### src/rtl/alu_sequencer.sv
// Command sequencer in front of the 8-bit ALU. It queues requests, drives the ALU
// for a per-command number of cycles, then holds the captured result on a valid/ready port.
module alu_sequencer #(
    parameter int DEPTH = 4,
    parameter int CW    = 4
) (
    input  logic                       clock,
    input  logic                       reset,
    input  logic                       cmd_valid,
    output logic                       cmd_ready,
    input  logic [1:0]                 cmd_op,
    input  logic [7:0]                 cmd_x,
    input  logic [7:0]                 cmd_y,
    input  logic                       cmd_l,
    input  logic                       cmd_en,
    input  logic [CW-1:0]              cmd_cyc,
    output logic [7:0]                 alu_x,
    output logic [7:0]                 alu_y,
    output logic [1:0]                 alu_s,
    output logic                       alu_l,
    output logic                       alu_en,
    input  logic [7:0]                 alu_f,
    input  logic                       alu_cout,
    output logic                       res_valid,
    input  logic                       res_ready,
    output logic [7:0]                 res_data,
    output logic                       res_cout,
    output logic [1:0]                 res_op,
    output logic                       busy,
    output logic [$clog2(DEPTH+1)-1:0] level
);

    localparam int AW = $clog2(DEPTH);
    localparam int LW = $clog2(DEPTH + 1);
    localparam int EW = 20 + CW;

    typedef enum logic [1:0] {IDLE = 2'd0, DRIVE = 2'd1, RESP = 2'd2} state_t;

    state_t          state_q, state_d;
    logic [EW-1:0]   mem_q [DEPTH];
    logic [EW-1:0]   mem_d [DEPTH];
    logic [AW-1:0]   wr_ptr_q, wr_ptr_d, rd_ptr_q, rd_ptr_d;
    logic [LW-1:0]   level_q, level_d;
    logic            full, empty, push, pop;
    logic [EW-1:0]   rd_entry;

    logic [1:0]      op_q, op_d;
    logic [7:0]      x_q, x_d, y_q, y_d;
    logic            l_q, l_d, en_q, en_d;
    logic [CW-1:0]   cyc_q, cyc_d, cnt_q, cnt_d;

    logic            res_valid_q, res_valid_d;
    logic [7:0]      res_data_q, res_data_d;
    logic            res_cout_q, res_cout_d;
    logic [1:0]      res_op_q, res_op_d;

    // No bypass: a full FIFO refuses pushes even when it is being popped.
    assign full     = (level_q == LW'(DEPTH));
    assign empty    = (level_q == '0);
    assign push     = cmd_valid && !full;
    assign pop      = (state_q == IDLE) && !empty;
    assign rd_entry = mem_q[rd_ptr_q];

    always_comb begin
        mem_d    = mem_q;
        wr_ptr_d = wr_ptr_q;
        rd_ptr_d = rd_ptr_q;
        level_d  = level_q;
        if (push) begin
            mem_d[wr_ptr_q] = {cmd_op, cmd_x, cmd_y, cmd_l, cmd_en, cmd_cyc};
            wr_ptr_d        = wr_ptr_q + AW'(1);
        end
        if (pop) rd_ptr_d = rd_ptr_q + AW'(1);
        if (push && !pop)      level_d = level_q + LW'(1);
        else if (!push && pop) level_d = level_q - LW'(1);
    end

    always_comb begin
        state_d = state_q;
        case (state_q)
            IDLE:    if (!empty) state_d = DRIVE;
            DRIVE:   if (cnt_q == '0) state_d = RESP;
            RESP:    if (res_ready) state_d = IDLE;
            default: state_d = IDLE;
        endcase
    end

    always_comb begin
        {op_d, x_d, y_d, l_d, en_d, cyc_d} = {op_q, x_q, y_q, l_q, en_q, cyc_q};
        cnt_d       = cnt_q;
        res_valid_d = res_valid_q;
        res_data_d  = res_data_q;
        res_cout_d  = res_cout_q;
        res_op_d    = res_op_q;
        case (state_q)
            IDLE: begin
                if (pop) begin
                    {op_d, x_d, y_d, l_d, en_d, cyc_d} = rd_entry;
                    cnt_d = rd_entry[CW-1:0];
                end
            end
            DRIVE: begin
                if (cnt_q != '0) begin
                    cnt_d = cnt_q - CW'(1);
                end else begin
                    res_data_d  = alu_f;
                    res_cout_d  = (op_q == 2'b00) ? alu_cout : 1'b0;
                    res_op_d    = op_q;
                    res_valid_d = 1'b1;
                end
            end
            RESP: if (res_ready) res_valid_d = 1'b0;
            default: ;
        endcase
    end

    // The counter op loads only in the first drive cycle (cnt still equals cyc), then counts.
    always_comb begin
        alu_x  = '0;
        alu_y  = '0;
        alu_s  = '0;
        alu_l  = 1'b0;
        alu_en = 1'b0;
        if (state_q == DRIVE) begin
            alu_x  = x_q;
            alu_y  = y_q;
            alu_s  = op_q;
            alu_en = en_q;
            alu_l  = l_q && ((op_q != 2'b10) || (cnt_q == cyc_q));
        end
    end

    always_ff @(posedge clock or negedge reset) begin
        if (!reset) begin
            state_q     <= IDLE;
            for (int i = 0; i < DEPTH; i++) mem_q[i] <= '0;
            wr_ptr_q    <= '0;
            rd_ptr_q    <= '0;
            level_q     <= '0;
            op_q        <= '0;
            x_q         <= '0;
            y_q         <= '0;
            l_q         <= 1'b0;
            en_q        <= 1'b0;
            cyc_q       <= '0;
            cnt_q       <= '0;
            res_valid_q <= 1'b0;
            res_data_q  <= '0;
            res_cout_q  <= 1'b0;
            res_op_q    <= '0;
        end else begin
            state_q     <= state_d;
            mem_q       <= mem_d;
            wr_ptr_q    <= wr_ptr_d;
            rd_ptr_q    <= rd_ptr_d;
            level_q     <= level_d;
            op_q        <= op_d;
            x_q         <= x_d;
            y_q         <= y_d;
            l_q         <= l_d;
            en_q        <= en_d;
            cyc_q       <= cyc_d;
            cnt_q       <= cnt_d;
            res_valid_q <= res_valid_d;
            res_data_q  <= res_data_d;
            res_cout_q  <= res_cout_d;
            res_op_q    <= res_op_d;
        end
    end

    assign cmd_ready = !full;
    assign res_valid = res_valid_q;
    assign res_data  = res_data_q;
    assign res_cout  = res_cout_q;
    assign res_op    = res_op_q;
    assign busy      = (state_q != IDLE);
    assign level     = level_q;

endmodule

### config.mk
export PLATFORM = sky130hd
export DESIGN_NAME = alu_sequencer
export DESIGN_NICKNAME = d
export VERILOG_FILES = /design/src/rtl/alu_sequencer.sv
export SDC_FILE = /design/constraint.sdc
export NUM_CORES = 1
export LEC_CHECK = 0
export CAP_MARGIN = 10
export CORE_AREA = 2 2 119 121
export DETAILED_ROUTE_END_ITERATION = 7
export DIE_AREA = 0 0 121 123
export GPL_TIMING_DRIVEN = 0
export PLACE_DENSITY_LB_ADDON = 0.25
export SLEW_MARGIN = 10
export SYNTH_ARGS = -nofsm -noshare
export SYNTH_HDL_FRONTEND = slang
export SYNTH_SLANG_ARGS = --single-unit
### constraint.sdc
create_clock -name clock -period 2.21 [get_ports clock]
set_input_delay 0.221 -clock clock [delete_from_list [all_inputs] [get_ports clock]]
set_output_delay 0.221 -clock clock [all_outputs]
set_load 0.005 [all_outputs]
==> results of run 1 <==
cell type report:
class | instances | share of cell area, %
repair buffers | 80 | 9.59
flip-flops and latches | 145 | 43.2
clock buffers | 24 | 5.74
multi-input cells | 287 | 35.1
clock inverters | 6 | 0.685
well taps | 180 | 2.68
plain buffers | 22 | 2.34
inverters | 10 | 0.596
worst register-to-register path: stages (launching register included):
cell and delay (ns):
dfrtp_1 0.38, or3_4 0.41, and2_4 0.17, buf_6 0.14, inv_12 0.06, ha_4 0.12
inv_2 0.03, fa_2 0.32, xor2_1 0.16, nor2_1 0.11, xor2_1 0.16
Yosys cell counts, types with 2 or more instances:
library cell	instances	area share, %
a211oi_1	2	0.22
a21oi_1	2	0.15
a31oi_1	2	0.18
and2_1	18	1.7
and3_1	2	0.18
buf_2	5	0.37
buf_4	3	0.33
buf_6	11	1.8
clkbuf_1	4	0.22
dfrtp_1	145	53
ha_1	7	1.3
inv_1	8	0.44
mux2_1	22	3.7
mux2_2	5	0.83
mux2_4	81	18
mux4_2	23	7.6
nand2_1	73	4.0
nand2_4	4	0.66
nand2b_1	2	0.18
nor2_1	8	0.44
o21ai_0	8	0.59
o21ai_1	2	0.15
xnor2_1	8	1.0
xor2_1	2	0.26
state kept, by name (all words and copies together) (netlist names):
register   flops
cnt_q          4
cyc_q          4
en_q           1
l_q            1
level          3
mem_q         96
op_q           2
rd_ptr_q       2
res_cout       1
res_data       8
res_op         2
res_valid      1
state_q        2
wr_ptr_q       2
x_q            8
y_q            8
how the worst max path moves through the flow:
stage | startpoint | endpoint | slack (ns) | cells past startpoint
after floorplan | level[2]$_DFFE_PN0P_ | level[2]$_DFFE_PN0P_ | -0.05 | 11
after global placement | reset | level[0]$_DFFE_PN0P_ | -5.23 | 1
after detailed placement | level[0]$_DFFE_PN0P_ | level[2]$_DFFE_PN0P_ | -0.25 | 11
after CTS | state_q[1]$_DFFE_PN0P_ | alu_en | 0.02 | 4
after global routing | level[2]$_DFFE_PN0P_ | level[2]$_DFFE_PN0P_ | -0.02 | 10
final | state_q[1]$_DFFE_PN0P_ | alu_y[6] | 0.06 | 4
power groups by stage:
| stage | combinational, mW | clock [mW] | sequential [mW] |
|---|---|---|---|
| after floorplan | 4.42 | 0 | 4.61 |
| after global placement | 5.93 | 0 | 4.75 |
| after detailed placement | 6.08 | 0 | 4.82 |
| after CTS | 6.25 | 2.70 | 4.78 |
| after global routing | 6.74 | 2.82 | 4.94 |
| final | 6.18 | 2.65 | 4.78 |
stage by stage:
step                      setup TNS [ns]  worst slack, ns  power (mW)
final                                  0           0.0623        13.6
after global routing             -0.0219          -0.0179        14.5
after CTS                              0           0.0181        13.7
after detailed placement          -0.440           -0.250        10.9
after global placement           -681.62            -5.23        10.7
after floorplan                  -0.0775          -0.0545        9.03
metal layers:
metal | up-vias | global-route usage (%)
met2 | 81 | 33.5
met4 | 0 | 7.12
met3 | 15 | 3.83
li1 | 1811 | -
met1 | 2027 | 26.6
met5 | - | 0
kinds of logic after synthesis:
family                   after synthesis
buffers and inverters                 33
XOR/XNOR                              10
AND/OR/NAND/NOR                      116
AO/OA/AOI/OAI                         21
adder cells (fa/ha/maj)                8
flip-flops                           145
multiplexers                         132
timing repair:
action,in CTS,in global routing
endpoints found under the hold margin,68,0
buffers inserted,4,1
pin swaps,0,2
gates resized for setup,12,1
hold buffers,1,0
setup endpoints to repair,21,9
gates cloned,0,0
==> results_dict.tcl, run 1 <==
set metrics [dict create \
    status "finished clean" \
    ys_ff_latch 145 \
    mostFrequentLayoutCells "dfrtp_1, mux2_4, nand2_1, clkdlybuf4s50_1, mux4_2" \
    htree_levels 4 \
    synth_area_um2 6780 \
    synth_top_family_by_area "multiplexers" \
    antenna_found_initial 0 \
    routed_wl_mm 13.6 \
    placed_area_um2 7790 \
    cts_num_sinks 145 \
    yosys.area_share.adder_pct 1.59 \
    avgViaCountPerCell 5.22 \
    fin_area_um2 8400 \
    wl_met1_mm 6.22 \
    crit_chain "and2b_2 -> clkbuf_8 -> and2_1 -> clkdlybuf4s50_1" \
    hold_viol 0 \
    clk_latency_ns 0.42 \
    cp-end-kind "output port" \
    wl_met2_mm 6.64 \
    numCtsBuffers 17 \
    fin_nets 608 \
    post-route-period-util_pct 97.2 \
    drc 0 \
    utilization_pct 61.7 \
    synth_flop_cell "dfrtp_1" \
    portBuffers 73 \
    min_from "alu_cout" \
    drt_iter0_drc 188 \
    instances_no_fill 754 \
    syn-num-nets 510 \
    placed_cells 719 \
    pwr-share-clk_pct 19.5 \
    syn2layout_area_growth_pct 23.8 \
    grt_pass1_wl_mm 22.6 \
    fillers 1016 \
    tritoncts "yes" \
    synth-simple-area-share_pct 8.17 \
    p_sw_mw 4.24 \
    top_layer "met4" \
    clkTransAtPathRegs_ns 0.06 \
    hpwl_mm 9.10 \
    multi_input_area_um2 2950 \
    ys_async_sr_fraction_pct 100 \
    worstMarginPinSlew_ns 0.747 \
    final.min_clock_period_ns 2.15 \
    cts_root_buffer "clkbuf_16" \
    grt_setup_unrepaired "true" \
    seq_area_um2 3630 \
    power_leakage_nw 3.97 \
    timing.fmax_ghz 0.466 \
    die_w_um 121 \
    start_util_pct 49.8 \
    wl_per_cell_um 18.0 \
    criticalPathCategory "flip-flop to output port" \
    grt_usage_pct 20.1 \
    worstPathArrival_ns 1.93 \
    combPwrFrac_pct 45.4 \
    ant_nets 0 \
    overflow 0 \
    min_to "res_cout$_DFFE_PN0P_" \
    critPathMaxStageDelay_ns 0.50 \
    grt_pass1_vias 4273 \
    grt_max_degree 78 \
    dieArea_um2 14900 \
    vias 3934 \
    synth.mux.area_fraction_pct 30.2 \
    rr_endpoint "level[2]$_DFFE_PN0P_" \
    slew_headroom_pct 50.2 \
    synthCells 465 \
    p_per_area_nw_per_um2 1620 \
    fin_skew_ns 0.00810 \
    ios 74 \
    synth_area_per_cell_um2 14.6 \
    fp.dieH_um 123 \
    peakVddDrop_mv 0.785 \
    cap_violations 0 \
    cts_buffer_depth 2 \
    slowest_stage "clkdlybuf4s50_1" \
    final_layout_size_suffix_gt1_share_pct 31.0 \
    regToRegSetupSlack_ns 0.07 \
    synth-compound-area-share_pct 1.92 \
    power.internal_mw 9.38 \
    hold_slack_ns 0.348 \
    ys_types 42 \
    ys_seq_area_share_pct 53.5 \
    antennaDiodeCount 0 \
    slew_violations 0 \
    p_sw_share_pct 31.1 \
    dr.pass1.iters 4 \
    final_common_cell "dfrtp_1" \
    min_path_cells 3 \
    rows 43 \
    cp-start-kind "flip-flop" \
    core_area_um2 13600 \
    yosys_warnings 0 \
    pwr-share-seq_pct 35.1 \
    path_max_fanout 10 \
    wl_met3_um 520 \
    reg2reg_depth 10 \
    synth_xor_xnor_area_share_pct 1.29 \
    required_ns 1.99 \
    synth-edff-count 0 \
    crit_family "buffers and inverters" \
    reg2reg_from "level[2]$_DFFE_PN0P_" \
    setup_viol 0 \
    place.gp.congestion 0.789 \
    cp_num_buf_inv 2 \
    hold_class "input pin to flip-flop" \
]
Note: power is estimated with default switching activity, not from simulation.
==> inputs of run 2 (changes only) <==
--- a/config.mk
+++ b/config.mk
@@ -9,7 +9,6 @@
 export CORE_AREA = 2 2 119 121
 export DETAILED_ROUTE_END_ITERATION = 7
 export DIE_AREA = 0 0 121 123
-export GPL_TIMING_DRIVEN = 0
 export PLACE_DENSITY_LB_ADDON = 0.25
 export SLEW_MARGIN = 10
 export SYNTH_ARGS = -nofsm -noshare
==> results_dict.tcl, run 2 (synthesis results as in run 1) <==
set metrics [dict create \
    grt_max_degree 60 \
    worst_slack_ns 0.0635 \
    worstPathArrival_ns 1.93 \
    p_sw_share_pct 31.5 \
    drt_iter0_drc 157 \
    htree_levels 4 \
    regToRegSetupSlack_ns 0.14 \
    slew_headroom_pct 62.3 \
    reg2reg_depth 9 \
    clkTransAtPathRegs_ns 0.06 \
    criticalPathCategory "flip-flop to output port" \
    wl_per_cell_um 18.5 \
    post-route-period-util_pct 97.1 \
    numCtsBuffers 17 \
    power_mw 13.5 \
    regMostFlops "mem_q" \
    tritoncts "yes" \
    overflow 0 \
    placed_area_um2 7760 \
    final_common_cell "dfrtp_1" \
    hpwl_mm 8.50 \
    cts_buffer_depth 2 \
    start_util_pct 49.8 \
    required_ns 1.99 \
    largest_register_ffs 96 \
    p_per_area_nw_per_um2 1620 \
    fin_skew_ns 0.00674 \
    utilization_pct 61.4 \
    die_w_um 121 \
    core_area_um2 13600 \
    path_max_fanout 9 \
    syn2layout_area_growth_pct 23.2 \
    cts_num_sinks 145 \
    hold_class "input pin to async pin" \
    dr.pass1.iters 4 \
    slew_violations 0 \
    rows 43 \
    fp.dieH_um 123 \
    antennaDiodeCount 0 \
    final_layout_size_suffix_gt1_share_pct 30.7 \
    timing.fmax_ghz 0.466 \
    worstMarginPinSlew_ns 0.565 \
    power_leakage_nw 4.02 \
    pwr-share-clk_pct 19.4 \
    fillers 1023 \
    peakVddDrop_mv 0.710 \
    dieArea_um2 14900 \
    cp-end-kind "output port" \
    reg2reg_from "level[0]$_DFFE_PN0P_" \
    hold_slack_ns 0.357 \
    crit_chain "and2b_2 -> buf_6 -> buf_12 -> and2_1 -> clkdlybuf4s50_1" \
    grt_usage_pct 20.4 \
    combPwrFrac_pct 44.6 \
    cts_root_buffer "clkbuf_16" \
    tns_ns 0 \
    critPathLaunch "state_q[0]$_DFFE_PN0P_" \
    cp-start-kind "flip-flop" \
    clk_latency_ns 0.42 \
    pwr-share-seq_pct 36.0 \
    mostFrequentLayoutCells "dfrtp_1, mux2_4, nand2_1, clkdlybuf4s50_1, mux4_2" \
    grt_pass1_wl_mm 23.0 \
    portBuffers 73 \
    instances_no_fill 744 \
    slowest_stage "clkdlybuf4s50_1" \
    power.internal_mw 9.25 \
    cap_violations 0 \
    fin_nets 598 \
    final.min_clock_period_ns 2.15 \
    vias 3881 \
    fin_area_um2 8360 \
    critPathMaxStageDelay_ns 0.44 \
    antenna_found_initial 0 \
    status "finished clean" \
    pre_cts_slack_ns 0.0912 \
    drc 0 \
    hold_viol 0 \
    avgViaCountPerCell 5.22 \
    setup_viol 0 \
    grt_pass1_vias 4293 \
    placed_cells 711 \
    p_sw_mw 4.25 \
    place.gp.congestion 0.747 \
    routed_wl_mm 13.7 \
    ant_nets 0 \
    ios 74 \
    rr_endpoint "level[2]$_DFFE_PN0P_" \
    grt_setup_unrepaired "true" \
]
==> run 2: cell count changes in the layout (fill, tap and decap cells not counted), sizes merged <==
cell / previous run / this run
clkinv: 4 / 7
buf: 26 / 19
dlymetal6s2s: 0 / 6
clkdlybuf4s50: 71 / 66
clkbuf: 27 / 18
dlygate4sd2: 1 / 0
clkinvlp: 1 / 4
==> run 2: worst max path at each step <==
stage | cells after the start | end | slack [ns]
6_report | 5 | alu_x[1] | 0.06
5_1_grt | 5 | alu_l | -0.008
4_1_cts | 5 | alu_l | 0.05
3_5_place_dp | 5 | mem_q[4]$_DFFE_PN0P_ | 0.09
3_3_place_gp | 5 | mem_q[5]$_DFFE_PN0P_ | 0.11
2_1_floorplan | 11 | level[2]$_DFFE_PN0P_ | -0.05
==> run 2: cell type report <==
type | instances | area, um2 | share of cell area (%)
flip-flops and latches | 145 | 3630 | 43.5
multi-input cells | 287 | 2950 | 35.3
repair buffers | 92 | 975 | 11.7
clock buffers | 18 | 439 | 5.26
well taps | 180 | 225 | 2.70
clock inverters | 12 | 95.1 | 1.14
inverters | 10 | 42.5 | 0.509
==> run 2: layer usage <==
metal / track usage, % / up-vias / part of all wire, %
met3: 4.75 / 15 / 3.5
met4: 6.54 / 0 / 1.2
met5: 0 / - / 0
met1: 27.2 / 2001 / 47
met2: 33.2 / 78 / 49
li1: - / 1787 / -
==> run 2: power by group through the flow <==
stage / registers [mW] / clock network (mW) / logic (mW)
4_1_cts: 4.87 / 2.67 / 6.06
6_report: 4.86 / 2.62 / 6.02
3_5_place_dp: 4.88 / 0 / 6.00
2_1_floorplan: 4.61 / 0 / 4.42
5_1_grt: 5.04 / 2.80 / 6.57
3_3_place_gp: 4.79 / 0 / 5.85
==> run 2: repair_timing <==
item,CTS,global route
gates cloned,0,0
gates resized for setup,1,8
endpoints found under the setup margin,1,3
hold endpoints to repair,57,0
setup buffers,1,1
pin swaps,0,0
hold buffers,1,0
==> run 2: worst max-delay path: cells and delay by family (launching register included) <==
kind | cells | cell delay, ns
buf+inv | 3 | 0.69
simple gates | 2 | 0.38
flops | 1 | 0.43
==> inputs of run 3 (changes only) <==
--- a/config.mk
+++ b/config.mk
@@ -6,9 +6,9 @@
 export NUM_CORES = 1
 export LEC_CHECK = 0
 export CAP_MARGIN = 10
-export CORE_AREA = 2 2 119 121
+export CORE_AREA = 2 2 101 142
 export DETAILED_ROUTE_END_ITERATION = 7
-export DIE_AREA = 0 0 121 123
+export DIE_AREA = 0 0 103 144
 export PLACE_DENSITY_LB_ADDON = 0.25
 export SLEW_MARGIN = 10
 export SYNTH_ARGS = -nofsm -noshare
==> constraint.sdc (replaced) <==
create_clock -name clock -period 2.21 [get_ports clock]
set_input_delay 0.5525 -clock clock [delete_from_list [all_inputs] [get_ports clock]]
set_output_delay 0.5525 -clock clock [all_outputs]
set_load 0.005 [all_outputs]
==> results_dict.tcl, run 3 (synthesis results as in run 1) <==
set metrics [dict create \
    status "finished clean" \
    overflow 0 \
    power_leakage_nw 4.10 \
    cts_root_buffer "clkbuf_16" \
    avgViaCountPerCell 5.24 \
    multi_input_area_um2 2960 \
    routed_wl_mm 14.1 \
    worstPathArrival_ns 1.61 \
    fin_area_um2 8560 \
    cap_violations 0 \
    portBuffers 73 \
    wl_per_cell_um 18.3 \
    clk_latency_ns 0.42 \
    post-route-period-util_pct 97.7 \
    timing.fmax_ghz 0.463 \
    placed_area_um2 7880 \
    fin_skew_ns 0.00898 \
    start_util_pct 49.7 \
    ant_nets 0 \
    final_layout_size_suffix_gt1_share_pct 34.7 \
    drc 0 \
    numCtsBuffers 17 \
    hold_class "input pin to async pin" \
    antenna_found_initial 0 \
    hold_buffers 0 \
    grt_pass1_wl_mm 23.2 \
    die_w_um 103 \
    worstMarginPinSlew_ns 0.496 \
    worst_slack_ns 0.0515 \
    setup_viol 0 \
    fp.dieH_um 144 \
    final.min_clock_period_ns 2.16 \
    core_area_um2 13700 \
    syn2layout_area_growth_pct 26.2 \
    rows 51 \
    cp-start-kind "flip-flop" \
    grt_setup_unrepaired "true" \
    tritoncts "yes" \
    hpwl_mm 8.90 \
    pre_cts_slack_ns -0.102 \
    place.gp.congestion 0.746 \
    ios 74 \
    seq_area_um2 3630 \
    grt_pass1_vias 4426 \
    fin_nets 614 \
    mostFrequentLayoutCells "dfrtp_1, mux2_4, nand2_1, clkdlybuf4s50_1, buf_4" \
    criticalPathCategory "flip-flop to output port" \
    cp-end-kind "output port" \
    dr.pass1.iters 4 \
    regMostFlops "mem_q" \
    clkTransAtPathRegs_ns 0.06 \
    slew_headroom_pct 66.9 \
    antennaDiodeCount 0 \
    largest_register_ffs 96 \
    path_max_fanout 2 \
    grt_max_degree 71 \
    drt_iter0_drc 166 \
    fillers 1065 \
    dieArea_um2 14800 \
    slew_violations 0 \
    grt_usage_pct 21.0 \
    cts_num_sinks 145 \
    required_ns 1.66 \
    utilization_pct 62.7 \
    htree_levels 4 \
    p_per_area_nw_per_um2 1660 \
    vias 4021 \
    hold_viol 0 \
    peakVddDrop_mv 0.618 \
    cts_buffer_depth 2 \
    final_common_cell "dfrtp_1" \
]
==> run 3: where the power goes <==
group | switching [mW] | internal (mW)
Sequential | 0.775 | 4.03
Combinational | 2.48 | 3.73
Clock | 1.10 | 2.09
==> run 3: cell type report <==
class / count / area share [%]
sequential: 145 / 42.4
inverter: 10 / 0.497
tap: 185 / 2.70
multi-input combinational: 287 / 34.6
clock buffer: 22 / 5.54
clock inverter: 10 / 2.12
timing repair buffer: 108 / 12.1
==> run 3: critical path, cell delays in order (launching register included) <==
cell and delay (ns):
dfrtp_1 0.40, xnor2_1 0.19, nand4_1 0.18, a31oi_1 0.20
clkdlybuf4s15_1 0.24
==> run 3: final timing paths <==
kind | start | end | slack, ns | cells after the start
min in group clock | x_q[6]$_DFFE_PN0P_ | x_q[6]$_DFFE_PN0P_ | 0.47 | 2
max | cnt_q[2]$_DFFE_PN0P_ | alu_l | 0.05 | 4
max in group asynchronous | reset | mem_q[93]$_DFFE_PN0P_ | 1.47 | 2
max reg2reg | level[2]$_DFFE_PN0P_ | level[2]$_DFFE_PN0P_ | 0.14 | 9
min | reset | res_op[0]$_DFFE_PN0P_ | 0.04 | 1
min reg2reg | x_q[6]$_DFFE_PN0P_ | x_q[6]$_DFFE_PN0P_ | 0.47 | 2
==> run 3: layer usage <==
metal	up-vias	global-route usage, %	share of wire [%]
li1	1812	-	-
met3	26	4.78	3.5
met2	83	35.6	52
met5	-	0	0
met4	0	7.48	2.5
met1	2100	26.2	42
==> run 3: repair_timing <==
item / CTS / global route
hold endpoints to repair: 0 / 0
setup buffers: 7 / 0
cloned: 0 / 0
setup endpoints to repair: 21 / 22
resized for setup: 28 / 29
pin swaps: 2 / 5
==> run 3: through the flow <==
step / TNS, ns / cells / hold slack (ns) / power, mW
after floorplan: -0.0775 / 465 / 0.257 / 9.03
after global placement: -0.123 / 728 / 0.449 / 10.8
after detailed placement: -0.157 / 728 / 0.455 / 11.0
after CTS: -0.0368 / 767 / 0.0379 / 14.3
after global routing: -0.00287 / 767 / 0.0501 / 15.1
final: 0 / 767 / 0.0412 / 14.2
